### src/rtl/main_fifo_ctrl.sv
// Transaction-layer entry FIFO: buffers source words, raises Main_pause near full,
// flags overflow sticky until init, and is drained by the VC stage via pop/valid.
module main_fifo_ctrl #(
  parameter int unsigned BITNUMBER = 8,
  parameter int unsigned LENGTH    = 8,
  parameter int unsigned ADDR      = 3
) (
  input  logic                 clk,
  input  logic                 reset,
  input  logic                 init,
  input  logic [LENGTH-1:0]    Umbral_MF,
  input  logic                 push,
  input  logic [BITNUMBER-1:0] data_in,
  input  logic                 pop,
  output logic [BITNUMBER-1:0] data_out,
  output logic                 valid_out,
  output logic                 Main_pause,
  output logic                 full,
  output logic                 empty,
  output logic                 error_out,
  output logic [2:0]           state
);

  localparam int unsigned DEPTH = 2 ** ADDR;
  localparam int unsigned CW    = ADDR + 1;

  typedef enum logic [2:0] {
    S_RESET  = 3'd0,
    S_INIT   = 3'd1,
    S_IDLE   = 3'd2,
    S_ACTIVE = 3'd3,
    S_ERROR  = 3'd4
  } state_t;

  state_t               st, st_next;
  logic [BITNUMBER-1:0] mem [DEPTH];
  logic [ADDR-1:0]      rd_ptr, wr_ptr;
  logic [CW-1:0]        count, count_next;
  logic [LENGTH-1:0]    umbral_r;
  logic                 pop_ok, push_ok, overflow, is_full;
  logic [CW-1:0]        umb_clip, pause_thr;
  logic                 pause_next;

  assign state = st;

  // Accept decisions, next count, next state and next pause level.
  always_comb begin
    pop_ok     = pop && (count != '0);
    is_full    = (count == CW'(DEPTH));
    push_ok    = push && (st != S_ERROR) && (!is_full || pop_ok);
    overflow   = push && is_full && !pop_ok && (st != S_ERROR);
    count_next = count;
    st_next    = st;
    umb_clip   = '0;
    pause_thr  = '0;
    pause_next = 1'b0;

    case ({push_ok, pop_ok})
      2'b10:   count_next = count + CW'(1);
      2'b01:   count_next = count - CW'(1);
      default: count_next = count;
    endcase

    case (st)
      S_RESET:  st_next = init ? S_INIT : S_IDLE;
      S_INIT: begin
        if (overflow)   st_next = S_ERROR;
        else if (!init) st_next = (count_next != '0) ? S_ACTIVE : S_IDLE;
      end
      S_IDLE, S_ACTIVE: begin
        if (overflow)  st_next = S_ERROR;
        else if (init) st_next = S_INIT;
        else           st_next = (count_next != '0) ? S_ACTIVE : S_IDLE;
      end
      S_ERROR:  if (init) st_next = S_INIT;
      default:  st_next = S_RESET;
    endcase

    // Threshold is in free entries; anything at or above DEPTH pauses permanently.
    if (umbral_r >= LENGTH'(DEPTH)) umb_clip = CW'(DEPTH);
    else                            umb_clip = CW'(umbral_r);
    pause_thr  = CW'(DEPTH) - umb_clip;
    pause_next = (count_next >= pause_thr) || (st_next == S_ERROR);
  end

  // Control and output registers.
  always_ff @(posedge clk or negedge reset) begin
    if (!reset) begin
      st         <= S_RESET;
      count      <= '0;
      rd_ptr     <= '0;
      wr_ptr     <= '0;
      umbral_r   <= '0;
      data_out   <= '0;
      valid_out  <= 1'b0;
      Main_pause <= 1'b0;
      full       <= 1'b0;
      empty      <= 1'b1;
      error_out  <= 1'b0;
    end else begin
      st         <= st_next;
      count      <= count_next;
      valid_out  <= pop_ok;
      Main_pause <= pause_next;
      full       <= (count_next == CW'(DEPTH));
      empty      <= (count_next == '0);
      error_out  <= (st_next == S_ERROR);
      if (init && st_next == S_INIT) umbral_r <= Umbral_MF;
      if (pop_ok) begin
        data_out <= mem[rd_ptr];
        rd_ptr   <= rd_ptr + ADDR'(1);
      end
      if (push_ok) wr_ptr <= wr_ptr + ADDR'(1);
    end
  end

  // Storage needs no reset; reads see the pre-edge contents.
  always_ff @(posedge clk) begin
    if (push_ok) mem[wr_ptr] <= data_in;
  end

endmodule

### config.mk
export PLATFORM = sky130hd
export DESIGN_NAME = main_fifo_ctrl
export DESIGN_NICKNAME = d
export VERILOG_FILES = /design/src/rtl/main_fifo_ctrl.sv
export SDC_FILE = /design/constraint.sdc
export NUM_CORES = 1
export LEC_CHECK = 0
export ABC_AREA = 1
export CAP_MARGIN = 20
export CORE_ASPECT_RATIO = 1.25
export CORE_UTILIZATION = 30
export DETAILED_ROUTE_END_ITERATION = 12
export SETUP_SLACK_MARGIN = 0.2
export SLEW_MARGIN = 25
export SYNTH_ARGS = -nofsm -noshare
export SYNTH_HDL_FRONTEND = slang
export SYNTH_SLANG_ARGS = --single-unit
### constraint.sdc
create_clock -name clk -period 6.6 [get_ports clk]
set_input_delay 0.66 -clock clk [delete_from_list [all_inputs] [get_ports clk]]
set_output_delay 0.66 -clock clk [all_outputs]
set_load 0.03 [all_outputs]
Word-level counts from Yosys, hierarchy flattened:

Memories as Yosys holds them, arrays and structs flattened. A register that Yosys moved wholly into a read port is not among the register bits.
Cells that the tools add are included.

* bits in registers: 26
* bits in writable memories: 64
* output and inout bits: 16
* logic and storage cells: 58
* memories: 1

Memories
* mem: words 8, bits a word 8, read ports 1, clocked after memory_dff 1, wr ports 1, RTL line 36 `logic [BITNUMBER-1:0] mem [DEPTH];`

* add/sub/neg operators: 5
* order comparisons: 2
* equality and inequality tests: 11
* mux-type cells: 12
* reductions and logical operators: 17

Operators by type and width (number)
* two-way mux 3 bit: 4
* one-hot mux 3 bit (4 select lines): 1
* equality test 4 bit (second input constant): 2
* >= comparator 8 x 4 -> 1 bit (second input constant): 1
* one-hot mux 4 bit (2 select lines): 1
* nonzero test 4 bit: 2
* logical AND 1 bit: 7
* adder 3 x 1 -> 3 bit (second input constant): 2
* equality test 3 x 1 -> 1 bit (second input constant): 2
* equality test 3 x 2 -> 1 bit (second input constant): 2
* equality test 3 bit (second input constant): 2
* adder 4 x 1 -> 4 bit (second input constant): 1
* >= comparator 4 bit: 1
* logical NOT 4 bit: 1
* two-way mux 2 bit: 2
* two-way mux 4 bit: 1
* subtractor 4 x 1 -> 4 bit (second input constant): 1
* subtractor 4 bit (first input constant): 1
* logical NOT 1 bit: 3
* logical NOT 3 bit: 1
* two-way mux 1 bit: 3
* != test 3 bit (second input constant): 1
* equality test 2 x 1 -> 1 bit (second input constant): 1
* equality test 2 bit (second input constant): 1
* 2 further kinds: 3

Logic depth before layout (Yosys ltp):

* depth in word-level cells: 13
* depth in mapped cells: 20
* gate-level depth less buffers: 20

Worst setup path after synthesis:

Ideal clock, no wire load.

* kind: input port to flip-flop
* from: in pop
* to: reg Main_pause
* setup time: 119 ps
* arrival time: 2770 ps
* required time: 6481 ps
* setup slack: 3711 ps
* stages on the path: 16
* path buffers: 1
* cell sequence: inv_1 a31oi_2 buf_4 ha_1 nand2_1 inv_1 nor2_1 ha_1 o21ai_0 inv_1 ha_1 a21boi_0 o21ai_0 nand2_1 a21oi_1 nand2_1

* word-level cells in the longest chain between the ends: 12
* elaborated cells on any way between the ends: 19
* those cells by class: 1 x order compare; 3 x eq/ne; 7 x mux; 8 x reduce/logical

Ends and longest elaborated chain
* from (decl): RTL line 14 `input logic pop,`
* logical AND 1 bit *: RTL line 48 `pop_ok = pop && (count != '0);`
* named net pop_ok: RTL line 40 `logic pop_ok, push_ok, overflow, is_full;`
* logical OR 1 bit: RTL line 50 `push_ok = push && (st != S_ERROR) && (!is_full || pop_ok);`
* logical AND 1 bit: RTL line 50
* equality test 2 x 1 -> 1 bit or equality test 2 bit (tied branches): RTL line 58 `case ({push_ok, pop_ok})`
* one-hot mux 4 bit (2 select lines) *: RTL line 58
* named net count_next[1]: RTL line 38 `logic [CW-1:0] count, count_next;`
* nonzero test 4 bit: RTL line 68, 73
* two-way mux 1 bit: RTL line 68, 73
* two-way mux 2 bit or two-way mux 3 bit (tied branches): RTL line 72, 68
* two-way mux 3 bit (on tied branches): RTL line 71, 67
* one-hot mux 3 bit (4 select lines): RTL line 64 `case (st)`
* equality test 3 bit: RTL line 83 `pause_next = (count_next >= pause_thr) || (st_next == S_ERROR);`
* logical OR 1 bit *: RTL line 83
* named net pause_next: RTL line 42 `logic pause_next;`
* to (signal assigned): RTL line 104 `Main_pause <= pause_next;`
* to (decl): RTL line 17 `output logic Main_pause,`

The timed path passes the listed nets; every way through them passes the cells marked *.
A chain may end at the register's enable or synchronous reset.

Worst setup path in the final report:

* from: in pop
* to: reg Main_pause

* word-level cells in the longest chain between the ends: 12
* elaborated cells on any way between the ends: 19
* those cells by class: 1 x order compare; 3 x eq/ne; 7 x mux; 8 x reduce/logical

Ends and longest elaborated chain (RTL line)
* logical AND 1 bit *: 48
* logical OR 1 bit: 50
* logical AND 1 bit: 50
* equality test 2 x 1 -> 1 bit or equality test 2 bit (tied branches): 58
* one-hot mux 4 bit (2 select lines) *: 58
* named net count_next[1]: 38
* nonzero test 4 bit: 68, 73
* two-way mux 1 bit: 68, 73
* two-way mux 2 bit or two-way mux 3 bit (tied branches): 72, 68
* two-way mux 3 bit (on tied branches): 71, 67
* one-hot mux 3 bit (4 select lines): 64
* equality test 3 bit: 83
* logical OR 1 bit *: 83
* named net pause_next: 42

Marks and branches as above.

==> results.yml <==
outcome:
  status: "complete, no violations"
synthesis:
  syn_area_mm2: 0.00418
  synth-main-ff-cell: "edfxtp_1"
  syn_area_per_cell_um2: 11.5
  synthArstFlopShare_pct: 34.7
  synth_fp_nets: 394
  synth-edff-count: 64
  ys_seq_area_share_pct: 66.4
  yosysWarningCount: 0
  ys_ff_latch: 98
  yosysUniqueCellTypes: 41
  netlist_instances: 363
critical_path:
  critPathLaunchType: "primary input"
  cp-end-kind: "flip-flop"
  worst_path_largest_cell_delay_ns: 0.74
  worst_path_most_repeated_cell: "ha_1"
  path_cells: "clkdlybuf4s50_1 -> inv_1 -> a31oi_2 -> ha_1 -> nor2_1 -> nor2_1 -> ha_1 -> o21ai_0 -> inv_1 -> ha_1 -> a21boi_0 -> o21ai_0 -> nand2_1 -> a21oi_1 -> nand2_1"
  critPathArrivalTime_ns: 3.89
  critPathBufInv: 3
  crit_required_ns: 6.83
  cpLargestDelayFamily: "compound AO/OA/AOI/OAI gates"
  cp_max_fo: 16
  r2r_slack_ns: 3.26
  path_class: "primary input to flip-flop"
  cp_slowest_cell: "a31oi_2"
clocking:
  numCtsBuffers: 9
  cts_resized: 0
  hold_buffers: 0
  clk_latency_ns: 0.34
  post_cts_buffers: 0
  clk_pin_slew_ns: 0.07
  cts.path.max_buffers: 2
  cts.htree.levels: 3
  cts_tree: "done"
  cts_root_buffer: "clkbuf_16"
  clkSinkCount: 98
timing:
  clock_skew_ns: 0.00599
  relSlewSlack_pct: 36.4
  postLayoutSetupSlackWorst_ns: 2.94
  hold_viol: 0
  rsz0062_at_grt: "no"
  drv_slew: 0
  fin_setup_tns_ns: 0
  tightest_slew_ns: 0.951
  final_min_period_over_clock_period_pct: 55.5
  fmax_mhz: 273
  period_needed_ns: 3.66
  setup_viol: 0
floorplanning:
  die_area_mm2: 0.0144
  pin_count: 37
  start_util_pct: 31.2
  rows: 47
  die_y_um: 134
  coreArea_mm2: 0.0134
  dieWidth_um: 108
job:
  maxCapViolCount: 0
global_route:
  grt_max_degree: 36
  grt_antenna_before_repair: 0
  grt_overflow: 0
  grt_use_met3_pct: 2.58
  grt_use_met1_pct: 14.3
  grt_usage_pct: 12.1
  use_met2_pct: 20.9
  top_usage_layer: "met2"
  grt_pass1_wl_um: 13100
  grt_pass1_vias: 2624
place:
  placed_area_mm2: 0.00469
  globalplace.congestion: 0.748
  post-dp-hpwl_um: 5420
  post-place-ws_ns: 2.58
  numPortBuffers: 36
finish:
  nFillCells: 1284
  drive_gt1_share_pct: 9.88
  area_growth_pct: 19.9
  num_antenna_cells: 0
  stdcell_area_mm2: 0.00501
  finalCoreUtilization_pct: 37.4
  fin_nets: 431
hold_path:
  hold_path.class: "primary input to asynchronous set/reset pin"
detailed_routing:
  drc: 0
  antenna_left: 0
  vias: 2713
  routedWlPerCell_um: 14.4
  drt_wl_total_um: 8310
  drtPass1Iterations: 4
  viasPerCell: 4.71
  dr.first_iter.drc_count: 161
power:
  vdd_drop_max_mv: 0.183
  power_density_mw_per_mm2: 422
  p_leak_nw: 1.93
state kept, by name (all words and copies together) (netlist names):
signal and count:
Main_pause 1, state 3, valid_out 1, empty 1, data_out 8, rd_ptr 3
count 4, full 1, mem 64, wr_ptr 3, umbral_r 8, error_out 1
per-stage QoR:
stage | power [W] | instances | hold slack [ns]
2_1_floorplan | 0.00136 | 363 | 0.364
3_3_place_gp | 0.00156 | 560 | 0.453
3_5_place_dp | 0.00158 | 560 | 0.459
4_1_cts | 0.00214 | 576 | 0.430
5_1_grt | 0.00225 | 576 | 0.477
6_report | 0.00211 | 576 | 0.398
Yosys cell counts (all sizes together), types with 4 or more instances:
library cell	count	area (um2)
nand3	14	75.1
nor2	47	186
o22ai	8	50.1
o21ai	39	199
edfxtp	64	1920
o221ai	8	70.1
xor2	4	35.0
or2	4	27.5
o211ai	8	60.1
ha	10	125
inv	27	101
nand2	73	287
buf	9	53.8
dfrtp	33	826
final cells by class:
type / count / area, um2 / share of cell area [%]
multi-input cells: 226 / 1240 / 24.7
clock buffers: 10 / 229 / 4.57
well taps: 171 / 214 / 4.27
flip-flops and latches: 98 / 2770 / 55.3
repair buffers: 37 / 363 / 7.24
clock inverters: 6 / 90.1 / 1.80
inverters: 28 / 105 / 2.10
placed cells by master, fill, tap and decap left out, types with 2 or more instances in the layout:
cell type,instances
clkdlybuf4s50_1,35
inv_1,19
dfrtp_1,33
xor2_1,4
nand3_1,13
o22ai_1,8
clkbuf_16,9
o21ai_0,21
o221ai_1,8
ha_1,10
edfxtp_1,64
nand2_2,2
nand2_1,70
o211ai_1,8
o21ai_1,17
bufinv_16,2
xnor2_1,2
inv_2,8
nor2_1,45
final timing paths:
| check | startpoint | to | cells after the start |
|---|---|---|---|
| min reg2reg | umbral_r[1]$_DFFE_PN0P_ | umbral_r[1]$_DFFE_PN0P_ | 2 |
| max reg2reg | count[2]$_DFF_PN0_ | Main_pause$_DFF_PN0_ | 14 |
| min in group clk | umbral_r[1]$_DFFE_PN0P_ | umbral_r[1]$_DFFE_PN0P_ | 2 |
| min | reset | data_out[3]$_DFFE_PN0P_ | 1 |
| max in group asynchronous | reset | wr_ptr[1]$_DFFE_PN0P_ | 1 |
| max | pop | Main_pause$_DFF_PN0_ | 15 |
report_power, final:
part | switching, W | leakage [nW] | total, W | internal (W)
Clock | 0.000217 | 0.149 | 0.000550 | 0.000333
Combinational | 0.000455 | 0.795 | 0.000702 | 0.000247
Sequential | 0.0000764 | 0.989 | 0.000862 | 0.000786
cell families after synthesis:
logic type / Yosys count / synth area share [%]
fa+ha+maj: 10 / 2.99
compound gates: 68 / 10.2
simple gates: 142 / 15.1
flops: 98 / 66.4
xor+xnor: 6 / 1.26
buf+inv: 39 / 4.01
routing by layer:
layer  wire (um)  up-vias
li1            -     1339
met1        3540     1299
met2        4280       59
met3         299       16
met4         185        0
met5           0        -
Power figures use the tool's default switching activity.
==> RTL change 1: new RTL, config.mk and constraints unchanged <==
Change the parameter `LENGTH` from 8 to 16.
--- a/src/rtl/main_fifo_ctrl.sv
+++ b/src/rtl/main_fifo_ctrl.sv
@@ -4,3 +4,3 @@
   parameter int unsigned BITNUMBER = 8,
-  parameter int unsigned LENGTH    = 8,
+  parameter int unsigned LENGTH    = 16,
   parameter int unsigned ADDR      = 3
Ports: changed (resized Umbral_MF); port bits go from 37 to 45. The function was not compared with the original's and may differ.
==> RTL change 1 against the original RTL <==
  * The flow now finishes with violations (DRC)
  * Synthesized area is 6.9% higher
  * Worst setup slack better by 0.49 ns
  * Wire length is 10% higher
  * Sequential cell count is 8 higher
  * Register-to-register slack better by 0.39 ns
  * Power is 0.15% higher
  * Synthesized cell count is 13% higher
  * Count of clock-buffer cells in the layout is 1 lower
  * Clock skew hardly changed
  * Final area is 6.7% higher
  * Critical endpoint unchanged
  * Largest cell class unchanged
==> RTL change 1: results (changes against the original RTL) <==
status finished with violations (was finished clean); violations in the final reports DRC; relative area of clock buffers and inverters in the final design 5.22% (was 6.37%); met3 routed wirelength 518 µm (was 299 µm); RR Startpoint state[2] (was count[2]); metal2 WL 4810 µm (was 4280 µm); placed cell area 0.00507 mm² (was 0.00469 mm²); most common library cells after synthesis 89 x sky130_fd_sc_hd__nand2_1, 64 x sky130_fd_sc_hd__edfxtp_1, 54 x sky130_fd_sc_hd__nor2_1 (was 70 x sky130_fd_sc_hd__nand2_1, 64 x sky130_fd_sc_hd__edfxtp_1, 45 x sky130_fd_sc_hd__nor2_1); number of instances in the placed design 619 (was 560); CP delay by family, top buffers and inverters (was compound AO/OA/AOI/OAI gates); Layout non-clock buf frac 8.33% (was 7.24%); area of the multi-input gates 0.00131 mm² (was 0.00124 mm²); via count of the first global-routing pass 2932 (was 2624); Static Leakage 2.13 nW (was 1.93 nW); slowest CP cell sky130_fd_sc_hd__clkdlybuf4s50_1 (was sky130_fd_sc_hd__a31oi_2); FILL cells 1430 (was 1284); total nets after synthesis 449 (was 394); met1 capacity usage during global routing 14.4% (was 14.3%); detailed-router iteration count before antenna repair 10 (was 4); number of distinct library cell variants in the gate-level netlist after synthesis 32 (was 41); final cell utilization of the core 37.0% (was 37.4%); layout buffer count excluding clock buffers 45 (was 37); Setup Skew 0.00617 ns (was 0.00599 ns); combinational group share of total power 31.7% (was 33.2%); count of unresolved DRC violations after routing 4 (was 0); arrival time at the worst endpoint 3.40 ns (was 3.89 ns); routed wire length 9180 µm (was 8310 µm); worst-case headroom to the max-slew limit 37.1% (was 36.4%); GR met2 Demand/Resource 22.0% (was 20.9%); non-clock inverter count 32 (was 28); Avg Synthesized Cell Area 10.9 µm² (was 11.5 µm²); half-perimeter wire length after detailed placement 6010 µm (was 5420 µm); sequential cells 106 (was 98); dpl ws 3.09 ns (was 2.58 ns); share of total power in sequential cells 44.9% (was 40.8%); registers with the most flip-flops mem x64, umbral_r x16, data_out x8 (was mem x64, data_out x8, umbral_r x8); met3 Use GR 2.37% (was 2.58%); total power 2.12 mW (was 2.11 mW); highest cell delay on the worst timing path 0.45 ns (was 0.74 ns)
[RTL change 1: changes by cell type in the layout (fill, tap and decap cells not counted), moves of 2 or more]
cell                              change
sky130_fd_sc_hd__nand2_1             +19
sky130_fd_sc_hd__o21ai_1             -17
sky130_fd_sc_hd__o21ai_0             +16
sky130_fd_sc_hd__inv_1               +10
sky130_fd_sc_hd__nand3_1              +9
sky130_fd_sc_hd__nor2_1               +9
sky130_fd_sc_hd__clkdlybuf4s50_1      +8
sky130_fd_sc_hd__dfrtp_1              +7
sky130_fd_sc_hd__inv_2                -6
sky130_fd_sc_hd__bufinv_16            -2
sky130_fd_sc_hd__clkinv_2             +2
sky130_fd_sc_hd__o22ai_1              +2
[RTL change 1: kinds of logic after synthesis]
| group | synth area share (%) |
|---|---|
| DFF | 66.6 |
| buffers and inverters | 4.15 |
| adders and majority gates | 2.80 |
| xor gates and xnor gates | 1.18 |
| AOI/OAI and AO/OA | 9.41 |
| and+or+nand+nor | 15.9 |
==> RTL change 2: new RTL, config.mk and constraints unchanged <==
Made on the original files. Reset style: synchronous (`reset`), changed in one clocked block.
--- a/src/rtl/main_fifo_ctrl.sv
+++ b/src/rtl/main_fifo_ctrl.sv
@@ -86,3 +86,3 @@
   // Control and output registers.
-  always_ff @(posedge clk or negedge reset) begin
+  always_ff @(posedge clk) begin
     if (!reset) begin
Check against the original RTL: differs if reset is asserted again (counterexample within 4 cycles, from zero or initial values and one cycle with reset low); with reset held inactive, the same outputs for 10 cycles.
==> RTL change 2 against the original RTL <==
  * Final area is 1.4% lower
  * Power is 4.8% lower
  * Wire length up 4.4%
  * Sequential power decreased by 9.6%
  * Synthesized area down 1.7%
  * Global-route usage grew 0.78 points
  * Critical path type unchanged
  * Worst setup slack gained 0.35 ns
  * Sequential cell count is the same
  * Count of clock-buffer cells in the layout did not move
==> RTL change 2: results (changes against the original RTL) <==
met1 capacity usage during global routing 15.8% (was 14.3%); Setup Skew 0.00490 ns (was 0.00599 ns); routed wire length 8670 µm (was 8310 µm); Worst Path Max Fanout 15 (was 16); CP delay by family, top adder cells (was compound AO/OA/AOI/OAI gates); worst hold slack 0.469 ns (was 0.398 ns); placed cell area 0.00462 mm² (was 0.00469 mm²); ys async rst share 0% (was 34.7%); met3 Use GR 2.41% (was 2.58%); half-perimeter wire length after detailed placement 5830 µm (was 5420 µm); fraction of final layout cells sized beyond drive strength 1 9.69% (was 9.88%); slowest CP cell sky130_fd_sc_hd__clkdlybuf4s50_1 (was sky130_fd_sc_hd__a31oi_2); top cells by area in the synthesized netlist sky130_fd_sc_hd__edfxtp_1 47%, sky130_fd_sc_hd__dfxtp_1 17%, sky130_fd_sc_hd__nor2_1 6.2%, sky130_fd_sc_hd__o21ai_0 5.2%, sky130_fd_sc_hd__nand2_1 3.7% (was sky130_fd_sc_hd__edfxtp_1 46%, sky130_fd_sc_hd__dfrtp_1 20%, sky130_fd_sc_hd__nand2_1 6.3%, sky130_fd_sc_hd__nor2_1 4.0%, sky130_fd_sc_hd__ha_1 3.0%); worst-case headroom to the max-slew limit 30.5% (was 36.4%); minimum setup slack among reg-to-reg paths 3.57 ns (was 3.26 ns); number of distinct library cell variants in the gate-level netlist after synthesis 37 (was 41); status finished clean (unchanged); Via density 4.75 (was 4.71); worst min-delay path category flip-flop to flip-flop (was input port to async pin); IR drop worst, VDD 151 µV (was 183 µV); GRT Overall Usage 12.9% (was 12.1%); most common library cells after synthesis 68 x sky130_fd_sc_hd__nor2_1, 64 x sky130_fd_sc_hd__edfxtp_1, 43 x sky130_fd_sc_hd__o21ai_0 (was 70 x sky130_fd_sc_hd__nand2_1, 64 x sky130_fd_sc_hd__edfxtp_1, 45 x sky130_fd_sc_hd__nor2_1); arrival time at the worst endpoint 3.52 ns (was 3.89 ns); highest cell delay on the worst timing path 0.46 ns (was 0.74 ns); number of cells produced by synthesis 384 (was 363); total nets after synthesis 415 (was 394)
[RTL change 2: cell count changes after synthesis, sizes merged, moves of 4 or more]
cell    delta
nor2      +26
dfrtp     -33
nand2     -28
clkbuf     +4
o21ai      +7
a21oi     +16
dfxtp     +34
[RTL change 2: worst max path at each step]
| stage | to | slack, ns | depth (start not counted) |
|---|---|---|---|
| after detailed placement | Main_pause | 2.97 | 17 |
| after global placement | Main_pause | 3.08 | 17 |
| after floorplan | Main_pause | 3.78 | 17 |
| after CTS | Main_pause | 3.31 | 17 |
| after global routing | Main_pause | 3.07 | 17 |
| final | Main_pause | 3.29 | 17 |
[RTL change 2: report_power, final]
| group | internal [mW] | switching (mW) | total (mW) |
|---|---|---|---|
| Clock | 0.333 | 0.221 | 0.554 |
| Sequential | 0.724 | 0.0553 | 0.779 |
| Combinational | 0.253 | 0.427 | 0.680 |
[RTL change 2: area by class of cell]
type                    instances  area (µm²)  share of cell area, %
inverters                      30         115                   2.33
flip-flops and latches         98        2600                   52.7
multi-input cells             242        1320                   26.8
clock inverters                 6        88.8                   1.80
clock buffers                  10         229                   4.63
well taps                     171         214                   4.33
repair buffers                 37         368                   7.44
[RTL change 2: cells by family after synthesis]
family | share of synthesized area [%]
fa+ha+maj | 3.05
compound gates | 13.4
flops | 63.3
buf+inv | 4.45
xor+xnor | 0.640
simple gates | 15.2
[RTL change 2: per-layer routing]
layer | part of all wire [%] | up-vias
met3 | 2.9 | 15
li1 | - | 1415
met4 | 2.7 | 0
met2 | 50 | 54
met5 | 0 | -
met1 | 44 | 1335
